`src/rtl/spec_level_tracker.sv`:
```
// rtl/spec_level_tracker.sv - branch speculation level tracker and br_pred broadcaster
//
// Purpose:
//   Assigns a speculation level to each dispatched instruction. A predicted
//   branch opens a new level and its tag is recorded against that level.
//   Branch resolutions are matched against the recorded tags. A hit raises
//   one pending broadcast on the br_pred_* handshake: either a succ remap
//   vector or a fail level. A miss is dropped, because that branch was
//   already squashed.
//
// Optional feature:
//   SPEC_TRACKER_STATS_EN - adds saturating 16-bit succ/fail/drop counters.
//
// Ports:
//   clk, rst_n                 clock, asynchronous active-low reset
//   disp_vld_i / disp_rdy_o    dispatch handshake
//   disp_is_br_i, disp_id_i    dispatched instruction is a branch, and its tag
//   disp_spec_level_o          level written into the station with the instruction
//   res_vld_i / res_rdy_o      resolution handshake
//   res_id_i, res_succ_i       tag of the resolved branch, and prediction-correct flag
//   br_pred_vld_o / _rdy_i     broadcast handshake to all issue stations
//   br_pred_succ_o             broadcast type (1 = succ remap, 0 = fail squash)
//   br_pred_fail_level_o       first squashed level, or the level being retired
//   br_pred_succ_nxt_levels_o  entry k = new level for old level k
//   cur_level_o, full_o        current open level, and open level == SPEC_DEPTH
//   stat_*_cnt_o               event counters (SPEC_TRACKER_STATS_EN only)

module spec_level_tracker #(
  parameter int SPEC_DEPTH     = 4,
  parameter int INST_ID_BIT    = 8,
  parameter int SPEC_LEVEL_BIT = $clog2(SPEC_DEPTH) + 1
) (
  input  logic                                     clk,
  input  logic                                     rst_n,
  input  logic                                     disp_vld_i,
  output logic                                     disp_rdy_o,
  input  logic                                     disp_is_br_i,
  input  logic [INST_ID_BIT-1:0]                   disp_id_i,
  output logic [SPEC_LEVEL_BIT-1:0]                disp_spec_level_o,
  input  logic                                     res_vld_i,
  output logic                                     res_rdy_o,
  input  logic [INST_ID_BIT-1:0]                   res_id_i,
  input  logic                                     res_succ_i,
  output logic                                     br_pred_vld_o,
  input  logic                                     br_pred_rdy_i,
  output logic                                     br_pred_succ_o,
  output logic [SPEC_LEVEL_BIT-1:0]                br_pred_fail_level_o,
  output logic [SPEC_LEVEL_BIT*(SPEC_DEPTH+1)-1:0] br_pred_succ_nxt_levels_o,
  output logic [SPEC_LEVEL_BIT-1:0]                cur_level_o,
  output logic                                     full_o
`ifdef SPEC_TRACKER_STATS_EN
  ,
  output logic [15:0]                              stat_succ_cnt_o,
  output logic [15:0]                              stat_fail_cnt_o,
  output logic [15:0]                              stat_drop_cnt_o
`endif
);

  localparam logic [SPEC_LEVEL_BIT-1:0] LVL_MAX = SPEC_LEVEL_BIT'(SPEC_DEPTH);

  logic [SPEC_LEVEL_BIT-1:0] cur_level_q, cur_level_d;
  logic [INST_ID_BIT-1:0]    br_ids_q [1:SPEC_DEPTH];
  logic [INST_ID_BIT-1:0]    br_ids_d [1:SPEC_DEPTH];
  logic                      pend_vld_q, pend_vld_d;
  logic                      pend_succ_q, pend_succ_d;
  logic [SPEC_LEVEL_BIT-1:0] pend_level_q, pend_level_d;

  logic                      bcast_fire, succ_fire, fail_fire;
  logic                      disp_fire, res_fire;
  logic                      cam_hit;
  logic [SPEC_LEVEL_BIT-1:0] cam_level;
  logic [SPEC_LEVEL_BIT-1:0] eff_level;

  assign bcast_fire = pend_vld_q && br_pred_rdy_i;
  assign succ_fire  = bcast_fire && pend_succ_q;
  assign fail_fire  = bcast_fire && !pend_succ_q;

  // A retiring succ level frees one slot in this same cycle, so dispatch sees the post-shift level.
  assign eff_level  = succ_fire ? cur_level_q - SPEC_LEVEL_BIT'(1) : cur_level_q;

  assign disp_rdy_o = !(pend_vld_q && !pend_succ_q) && !(disp_is_br_i && eff_level == LVL_MAX);
  assign disp_fire  = disp_vld_i && disp_rdy_o;
  assign disp_spec_level_o = eff_level;

  // The pending register is the only resolution buffer, so a new resolution waits for it to drain.
  assign res_rdy_o  = !pend_vld_q;
  assign res_fire   = res_vld_i && res_rdy_o;

  assign br_pred_vld_o        = pend_vld_q;
  assign br_pred_succ_o       = pend_succ_q;
  assign br_pred_fail_level_o = pend_level_q;
  assign cur_level_o          = cur_level_q;
  assign full_o               = (cur_level_q == LVL_MAX);

  // Tag match over the valid entries. The scan runs downward so the lowest matching level wins.
  always_comb begin
    cam_hit   = 1'b0;
    cam_level = '0;
    for (int k = SPEC_DEPTH; k >= 1; k--) begin
      if (SPEC_LEVEL_BIT'(k) <= cur_level_q && br_ids_q[k] == res_id_i) begin
        cam_hit   = 1'b1;
        cam_level = SPEC_LEVEL_BIT'(k);
      end
    end
  end

  // Levels at or above L move down by one. pend_level_q is 0 only out of reset, and that keeps the identity map.
  always_comb begin
    br_pred_succ_nxt_levels_o = '0;
    for (int k = 0; k <= SPEC_DEPTH; k++) begin
      if (pend_level_q != '0 && SPEC_LEVEL_BIT'(k) >= pend_level_q)
        br_pred_succ_nxt_levels_o[k*SPEC_LEVEL_BIT +: SPEC_LEVEL_BIT] = SPEC_LEVEL_BIT'(k - 1);
      else
        br_pred_succ_nxt_levels_o[k*SPEC_LEVEL_BIT +: SPEC_LEVEL_BIT] = SPEC_LEVEL_BIT'(k);
    end
  end

  always_comb begin
    cur_level_d  = cur_level_q;
    br_ids_d     = br_ids_q;
    pend_vld_d   = pend_vld_q;
    pend_succ_d  = pend_succ_q;
    pend_level_d = pend_level_q;

    if (bcast_fire) pend_vld_d = 1'b0;

    if (succ_fire) begin
      for (int k = 1; k < SPEC_DEPTH; k++) begin
        if (SPEC_LEVEL_BIT'(k) >= pend_level_q) br_ids_d[k] = br_ids_q[k+1];
      end
      cur_level_d = cur_level_q - SPEC_LEVEL_BIT'(1);
    end else if (fail_fire) begin
      // Entries above the new level are invalid, because validity is defined by cur_level.
      cur_level_d = pend_level_q - SPEC_LEVEL_BIT'(1);
    end

    // The branch write lands after the succ shift, at the slot just above its own level.
    if (disp_fire && disp_is_br_i) begin
      for (int k = 1; k <= SPEC_DEPTH; k++) begin
        if (SPEC_LEVEL_BIT'(k) == eff_level + SPEC_LEVEL_BIT'(1)) br_ids_d[k] = disp_id_i;
      end
      cur_level_d = eff_level + SPEC_LEVEL_BIT'(1);
    end

    if (res_fire && cam_hit) begin
      pend_vld_d   = 1'b1;
      pend_succ_d  = res_succ_i;
      pend_level_d = cam_level;
    end
  end

  always_ff @(posedge clk or negedge rst_n) begin
    if (!rst_n) begin
      cur_level_q  <= '0;
      pend_vld_q   <= 1'b0;
      pend_succ_q  <= 1'b0;
      pend_level_q <= '0;
      for (int k = 1; k <= SPEC_DEPTH; k++) br_ids_q[k] <= '0;
    end else begin
      cur_level_q  <= cur_level_d;
      pend_vld_q   <= pend_vld_d;
      pend_succ_q  <= pend_succ_d;
      pend_level_q <= pend_level_d;
      br_ids_q     <= br_ids_d;
    end
  end

`ifdef SPEC_TRACKER_STATS_EN
  always_ff @(posedge clk or negedge rst_n) begin
    if (!rst_n) begin
      stat_succ_cnt_o <= '0;
      stat_fail_cnt_o <= '0;
      stat_drop_cnt_o <= '0;
    end else begin
      if (succ_fire && stat_succ_cnt_o != 16'hFFFF) stat_succ_cnt_o <= stat_succ_cnt_o + 16'd1;
      if (fail_fire && stat_fail_cnt_o != 16'hFFFF) stat_fail_cnt_o <= stat_fail_cnt_o + 16'd1;
      if (res_fire && !cam_hit && stat_drop_cnt_o != 16'hFFFF)
        stat_drop_cnt_o <= stat_drop_cnt_o + 16'd1;
    end
  end
`endif

endmodule

```
`config.mk`:
```
export PLATFORM = sky130hd
export DESIGN_NAME = spec_level_tracker
export DESIGN_NICKNAME = d
export VERILOG_FILES = /design/src/rtl/spec_level_tracker.sv
export SDC_FILE = /design/constraint.sdc
export NUM_CORES = 1
export LEC_CHECK = 0
export BUFFER_PORTS_ARGS = -buffer_cell sky130_fd_sc_hd__buf_4
export CORE_AREA = 2 2 77 79
export CTS_CLUSTER_SIZE = 12
export DETAILED_ROUTE_END_ITERATION = 8
export DIE_AREA = 0 0 79 81
export PLACE_DENSITY = 0.72
export SLEW_MARGIN = 40
export SYNTH_ARGS = -nofsm -noshare
export SYNTH_HDL_FRONTEND = slang
export SYNTH_SLANG_ARGS = --single-unit
```
`constraint.sdc`:
```
create_clock -name clk -period 2.8 [get_ports clk]
set_input_delay 0 -clock clk [delete_from_list [all_inputs] [get_ports clk]]
set_output_delay 0 -clock clk [all_outputs]
set_load 0.005 [all_outputs]
```
Yosys cells after proc, flatten, opt, wreduce, memory -nomap -nowiden. Cells that the tools add are included.

Bits in registers: 40. Input port bits: 23. Output and inout port bits: 29. Logic and storage cells: 85.

$add $sub $neg: 3. Magnitude comparators: 9. Equality and inequality tests: 10. Mux-type cells: 28. Reduce and logical (&&, ||, !) cells: 27.

Operator list (number): two-way mux 8 bit (7); equality test 8 bit (4); two-way mux 32 bit (1); two-way mux 3 bit (10); two-way mux 24 bit (1); logical AND 1 bit (19); two-way mux 1 bit (8); equality test 2 x 3 -> 1 bit (first input constant) (2); equality test 3 bit (second input constant) (2); >= comparator 1 x 3 -> 1 bit (first input constant) (2); >= comparator 2 x 3 -> 1 bit (first input constant) (2); <= comparator 2 x 3 -> 1 bit (first input constant) (2); nonzero test 3 bit (2); subtractor 3 x 1 -> 3 bit (second input constant) (2); zero test 1 bit (4); adder 3 x 1 -> 3 bit (second input constant) (1); equality test 1 x 3 -> 1 bit (first input constant) (1); equality test 3 bit (first input constant) (1); >= comparator 3 bit (first input constant) (1); <= comparator 1 x 3 -> 1 bit (first input constant) (1); <= comparator 3 bit (first input constant) (1); two-way mux 2 bit (1); AND reduction 2 bit (1); nonzero test 2 bit (1).

Depth between registers and ports, before layout. Gate-level depths: netlist of run 1.

Depth after elaboration: 10. Mapped depth: 12. Gate-level depth less buffers: 10.

Worst setup path after synthesis of run 1. Ideal clock, no wire load.

Path type: register to register. From: reg cur_level_q[0] (netlist: cur_level_o[0]). To: reg br_ids_q[29] (netlist name). Library setup time: 0.123 ns. Data arrival time: 2.460 ns. Data required time: 2.677 ns. Slack: 0.218 ns. Stages on the path, launching flop included: 13. Buffers on the path: 2. Clock period less this slack: 2.582 ns. Cells stage by stage: dfrtp_1 -> buf_2 -> inv_1 -> ha_1 -> o21a_1 -> inv_1 -> ha_1 -> xnor3_2 -> a211oi_4 -> nand2_2 -> buf_6 -> nor2_1 -> a21oi_1.

RTL lines: start: declaration (line 61) `logic [SPEC_LEVEL_BIT-1:0] cur_level_q, cur_level_d;`; start signal: assignment (line 160) `cur_level_q <= cur_level_d;`; end signal: assignment (line 164) `br_ids_q <= br_ids_d;`; end: declaration (line 62) `logic [INST_ID_BIT-1:0] br_ids_q [1:SPEC_DEPTH];`.

==> flow_metrics.py, run 1 <==
metrics = {
    "synth": {
        "ys_seq_area_frac": 0.370,
        "synth_edf_count": 0,
        "syn_area_um2": 2710,
        "ys_warn_count": 0,
        "synth_cells": 273,
        "synth.distinct_cells": 42,
        "async_flop_share": 1.00,
        "syn_avg_cell_area_um2": 9.91,
        "synthFlopType": "dfrtp_1",
        "ys_seq_elements": 40,
    },
    "placed_design": {
        "placedCellCount": 384,
        "routabilityCongestion": 0.787,
        "hpwl_um": 4280,
        "port_buffers": 46,
    },
    "timing": {
        "fmax_mhz": 386,
        "period_share": 0.926,
        "finalClockSkew_ps": 14.1,
        "relSlewSlack": 0.572,
        "slew_violations": 0,
        "post-route-min-period_ps": 2590,
        "hold_viol": 0,
        "finalSetupViolCount": 0,
        "rsz0062_at_grt": "true",
        "worst_pin_slew_ps": 641,
    },
    "worst_setup_path": {
        "critPathMaxFanout": 16,
        "worstPathArrival_ps": 2760,
        "ff2ff_setup_slack_ps": 210,
        "crit_type": "reg -> reg",
        "cp_data_required_time_ps": 2970,
        "r2r_end": "br_ids_q[14]",
        "cpPeakStageDelay_ps": 450,
        "r2r_start": "br_pred_vld_o",
        "cp_cell_sequence": "nand3_1 > nand2_1 > o21a_1 > inv_1 > ha_1 > xnor3_2 > a211oi_4 > nand2_2 > nor2_1 > a21oi_1",
        "critPathCaptureType": "flop",
        "critPathLaunchType": "flop",
        "slowest_stage": "dfrtp_1",
        "r2r_cells": 10,
    },
    "detailed_routing": {
        "drt_iter0_markers": 125,
        "viasPerCell": 5.14,
        "ant_nets": 0,
        "wl_per_cell_um": 14.4,
        "route.detailed.drc": 0,
        "drt_first_pass_iters": 4,
        "vias": 2066,
        "routed_wl_um": 5780,
    },
    "clock_tree": {
        "path_clk_slew_ps": 80,
        "cts_made_buffers": 5,
        "numClockSinks": 40,
        "cts_resized": 0,
        "htreeDepth": 2,
        "cts_tree": "done",
        "clockRootBuffer": "clkbuf_8",
        "cts_buffer_depth": 2,
        "clkLatencyLatePin_ps": 300,
    },
    "layout": {
        "drive_gt1_frac": 0.248,
        "fillers": 519,
        "area.growth.synth_to_final_pct": 21.9,
        "antenna_cells": 0,
        "layout.cells.non_filler": 402,
        "nets": 363,
    },
    "global_routing": {
        "grt_pass1_vias": 1985,
        "grt_max_degree": 41,
        "grt-ovfl-total": 0,
        "grt_pass1_wl_um": 9450,
        "antenna_found_initial": 0,
        "grt_use_total": 0.193,
    },
    "power": {
        "leakage_nw": 1.56,
        "cellPowerDensity_nw_per_um2": 980,
        "peakVddDrop_mv": 0.535,
        "power_mw": 3.23,
    },
    "floorplan": {
        "coreArea_um2": 5680,
        "initial_utilization": 0.477,
        "io_pins": 52,
        "rows": 28,
        "dieArea_um2": 6400,
        "die_w_um": 79,
        "die_h_um": 81,
    },
    "hold_path": {
        "whs_path_depth": 3,
        "hold_path_startpoint": "res_vld_i",
        "hold-path-endpoint": "br_pred_fail_level_o[2]",
        "hold_path_class": "in -> reg",
    },
    "run_status": {
        "status": "complete, no violations",
    },
    "flow_run": {
        "cap_viol_max_count": 0,
    },
}
## flip-flops by register name, indices dropped and copies added, names as in the netlist
| name | count |
|---|---|
| br_ids_q | 32 |
| br_pred_fail_level_o | 3 |
| cur_level_o | 3 |
| br_pred_succ_o | 1 |
| br_pred_vld_o | 1 |
## cells in the final DEF (no fill, tap or decap), drive strengths merged, types with 10 or more instances in the layout
master and n:
dfrtp 40, dlygate4sd3 11, nand2 10, ha 13, mux2i 24, xor2 12, buf 51, a21oi 31
nor2 28, xnor2 23, inv 14
## through the flow
step	TNS (ps)	hold WS [ps]	area (um2)	util	worst slack [ps]
6_report	0	180	3300	0.581	208
5_1_grt	-63.7	227	3300	0.581	-24.8
4_1_cts	0	179	3300	0.581	197
3_5_place_dp	0	12.0	3060	0.539	201
3_3_place_gp	0	14.6	3060	0.539	346
2_1_floorplan	0	-296	2720	-	218
## cells in the mapped netlist, types with 2 or more instances
| cell | n | area (um2) |
|---|---|---|
| a211oi_1 | 5 | 37.5 |
| mux2i_1 | 24 | 240 |
| nand2b_1 | 2 | 12.5 |
| nor2_1 | 27 | 101 |
| mux2_2 | 9 | 101 |
| nand2_2 | 4 | 25.0 |
| buf_6 | 4 | 45.0 |
| inv_1 | 14 | 52.6 |
| buf_4 | 9 | 67.6 |
| nor4_1 | 3 | 18.8 |
| o31ai_1 | 2 | 15.0 |
| or3_1 | 2 | 12.5 |
| ha_1 | 13 | 163 |
| xor2_1 | 12 | 105 |
| a21oi_1 | 30 | 150 |
| nor3_1 | 4 | 20.0 |
| clkbuf_1 | 3 | 11.3 |
| nor2b_1 | 4 | 25.0 |
| buf_2 | 2 | 10.0 |
| conb_1 | 2 | 7.51 |
| o21ai_0 | 6 | 30.0 |
| nand4_1 | 6 | 37.5 |
| a31oi_1 | 2 | 12.5 |
| dfrtp_1 | 40 | 1000 |
| nand2_1 | 6 | 22.5 |
| xnor2_1 | 22 | 193 |
## worst max-delay path, delay by kind of cell (launching register included)
family / cells / cell delay, ps
adder cells (fa/ha/maj): 1 / 220
buffers and inverters: 1 / 100
flip-flops: 1 / 450
AO/OA/AOI/OAI: 3 / 490
AND/OR/NAND/NOR: 4 / 760
XOR/XNOR: 1 / 430
## layer usage
metal / vias up / GRT usage / wire, um
met2: 42 / 0.325 / 2840
met5: - / 0 / 0
met4: 0 / 0.0741 / 120
met3: 10 / 0.0267 / 166
li1: 1030 / - / -
met1: 984 / 0.253 / 2650
## repair_timing
action                                  in CTS  in global routing
buffers inserted                             0                  0
endpoints found under the hold margin       65                  0
endpoints found under the setup margin       0                  4
hold buffers                                11                  0
## report_power, final
| group | total, mW | switching (mW) | internal [mW] |
|---|---|---|---|
| Sequential | 1.12 | 0.267 | 0.852 |
| Combinational | 1.55 | 0.723 | 0.832 |
| Clock | 0.558 | 0.207 | 0.351 |
## area by class of cell
class	count	area (um2)	share of cell area
timing repair buffer	62	493	0.149
multi-input combinational	204	1530	0.464
sequential	40	1000	0.303
inverter	14	52.6	0.0159
clock buffer	5	68.8	0.0209
clock inverter	2	60.1	0.0182
tap	75	93.8	0.0285
## cells by family after synthesis
kind of cell | synth area share
other | 0.00278
adder cells (fa/ha/maj) | 0.0601
XOR/XNOR | 0.125
buffers and inverters | 0.0689
multiplexers | 0.126
flip-flops | 0.370
AND/OR/NAND/NOR | 0.126
AO/OA/AOI/OAI | 0.121
## worst max path at each step
stage	startpoint	to	slack, ps	cells after the start
after floorplan	cur_level_o[0]	br_ids_q[29]	220	12
after global placement	cur_level_o[0]	br_ids_q[25]	350	10
after detailed placement	br_pred_vld_o	br_ids_q[14]	200	10
after CTS	br_pred_vld_o	br_ids_q[14]	200	10
after global routing	br_pred_vld_o	br_ids_q[28]	-20	10
final	br_pred_vld_o	br_ids_q[14]	210	10
Power figures use the tool's default switching activity.
==> inputs of run 2 (changes only) <==
Settings changed: CORE_AREA 2 2 77 79 to 2 2 98 62, DIE_AREA 0 0 79 81 to 0 0 100 64, PLACE_DENSITY 0.72 to 0.73, SKIP_CTS_REPAIR_TIMING from default to 1.
==> run 2 against run 1 <==
  * Worst setup slack better by 6.3 ps
  * Global-route usage up 1.2 points
  * Utilization up 2.5 points
  * Combinational power about the same
  * Maximum frequency up 0.24%
  * Critical path type unchanged
  * Largest power group unchanged
==> flow_metrics.py, run 2 (same netlist as run 1, synthesis figures left out) <==
metrics = {
    "run_status": {
        "status": "complete, no violations",
    },
    "timing": {
        "finalClockSkew_ps": 3.63,
        "fmax_mhz": 387,
        "whs_ps": 179,
        "tns_ps": 0,
        "finalSetupViolCount": 0,
        "relSlewSlack": 0.588,
        "post-route-min-period_ps": 2590,
        "hold_viol": 0,
        "worst_pin_slew_ps": 619,
        "slew_violations": 0,
        "rsz0062_at_grt": "false",
        "period_share": 0.923,
        "setup_slack_ps": 215,
    },
    "floorplan": {
        "die_w_um": 100,
        "die_h_um": 64,
        "rows": 21,
        "coreArea_um2": 5470,
        "initial_utilization": 0.495,
        "dieArea_um2": 6400,
        "io_pins": 52,
    },
    "flow_run": {
        "cap_viol_max_count": 0,
    },
    "worst_setup_path": {
        "crit_type": "reg -> reg",
        "critPathMaxFanout": 16,
        "cpPeakStageDelay_ps": 430,
        "crit_top_cell": "ha_1",
        "critPathLaunchType": "flop",
        "crit_family": "adder cells",
        "worstPathArrival_ps": 2760,
        "r2r_cells": 11,
        "cp.depth": 11,
        "critPathCaptureType": "flop",
        "path_buf_inv": 3,
        "slowest_stage": "dfrtp_2",
        "cp_cell_sequence": "inv_1 > ha_1 > o21a_1 > inv_2 > ha_1 > xnor3_2 > a211oi_4 > buf_4 > nand2_4 > nor2_1 > a21oi_1",
        "cp_data_required_time_ps": 2980,
    },
    "placed_design": {
        "port_buffers": 46,
        "post-place-ws_ps": 88.0,
        "routabilityCongestion": 0.840,
        "hpwl_um": 4560,
    },
    "layout": {
        "nets": 364,
        "drive_gt1_frac": 0.258,
        "regMostFlops": "br_ids_q",
        "antenna_cells": 0,
        "layout_common_cells": "buf_4 (52), dfrtp_1 (39), a21oi_1 (30), nor2_1 (27), mux2i_1 (24)",
        "final_common_cell": "buf_4",
        "largest_reg_flops": 32,
        "area.growth.synth_to_final_pct": 22.4,
        "fillers": 488,
    },
    "detailed_routing": {
        "dr.max_layer_used": "met4",
        "met3_length_um": 396,
        "vias": 2083,
        "wl_per_cell_um": 15.5,
        "met1Wirelength_um": 3140,
        "route.detailed.drc": 0,
        "dr_wl_met2_um": 2590,
        "drt_first_pass_iters": 4,
        "drt_iter0_markers": 92,
        "routed_wl_um": 6160,
        "viasPerCell": 5.23,
        "ant_nets": 0,
    },
    "clock_tree": {
        "path_clk_slew_ps": 80,
        "clockRootBuffer": "clkbuf_8",
        "cts_buffer_depth": 2,
        "numClockSinks": 40,
        "clkLatencyLatePin_ps": 290,
        "htreeDepth": 2,
        "cts_tree": "done",
        "cts_made_buffers": 5,
    },
    "power": {
        "swShare": 0.381,
        "leakage_nw": 1.59,
        "p_switching_mw": 1.24,
        "peakVddDrop_mv": 0.335,
        "clock_power_share": 0.161,
        "cellPowerDensity_nw_per_um2": 979,
        "p_int_mw": 2.01,
        "seq_power_share": 0.353,
        "combPwrFrac": 0.486,
    },
    "global_routing": {
        "grt-ovfl-total": 0,
        "grt_pass1_wl_um": 9890,
        "grt_max_degree": 41,
        "grt_use_total": 0.205,
        "grt_pass1_vias": 1949,
        "antenna_found_initial": 0,
    },
    "hold_path": {
        "hold_path_class": "in -> reg",
        "whs_path_depth": 3,
    },
}
[run 2: final cells by class]
type,count,area (um2),area share
multi-input combinational,204,1540,0.466
clock buffer,7,96.3,0.0291
clock inverter,1,30.0,0.00907
tap,69,86.3,0.0261
inverter,14,52.6,0.0159
sequential,40,1000,0.303
timing repair buffer,63,500,0.151
[run 2: routing by layer]
metal | global-route usage | vias to the layer above
li1 | - | 1035
met1 | 0.309 | 978
met2 | 0.290 | 66
met3 | 0.0460 | 4
met4 | 0.0651 | 0
met5 | 0 | -
[run 2: final timing paths]
kind	startpoint	slack, ps	end
hold reg to reg	br_ids_q[1]	570	br_ids_q[1]
setup reg to reg	cur_level_o[1]	210	br_ids_q[30]
min in group asynchronous	rst_n	220	br_ids_q[4]
max in group asynchronous	rst_n	2190	cur_level_o[1]
hold / removal	res_vld_i	180	br_pred_fail_level_o[2]
setup / recovery	cur_level_o[1]	210	br_ids_q[30]
[run 2: power by group through the flow]
stage	Combinational (mW)	Clock, mW	Sequential (mW)
6_report	1.57	0.523	1.14
5_1_grt	1.74	0.564	1.19
4_1_cts	1.54	0.537	1.14
3_5_place_dp	1.54	0	1.15
3_3_place_gp	1.50	0	1.13
2_1_floorplan	1.09	0	1.07
[run 2: per-stage QoR]
step / std cells / utilization / area [um2] / total power [mW]
finish: 398 / 0.606 / 3310 / 3.24
global route: 398 / 0.606 / 3310 / 3.49
CTS: 386 / 0.582 / 3180 / 3.22
detailed placement: 378 / 0.558 / 3050 / 2.68
global placement: 378 / 0.558 / 3050 / 2.63
floorplan: 276 / - / 2720 / 2.16
[run 2: tightest hold or removal path: cells and delay by family]
kind	cells	cell delay, ps
AND/OR/NAND/NOR	1	190
buffers and inverters	1	110
AO/OA/AOI/OAI	1	140
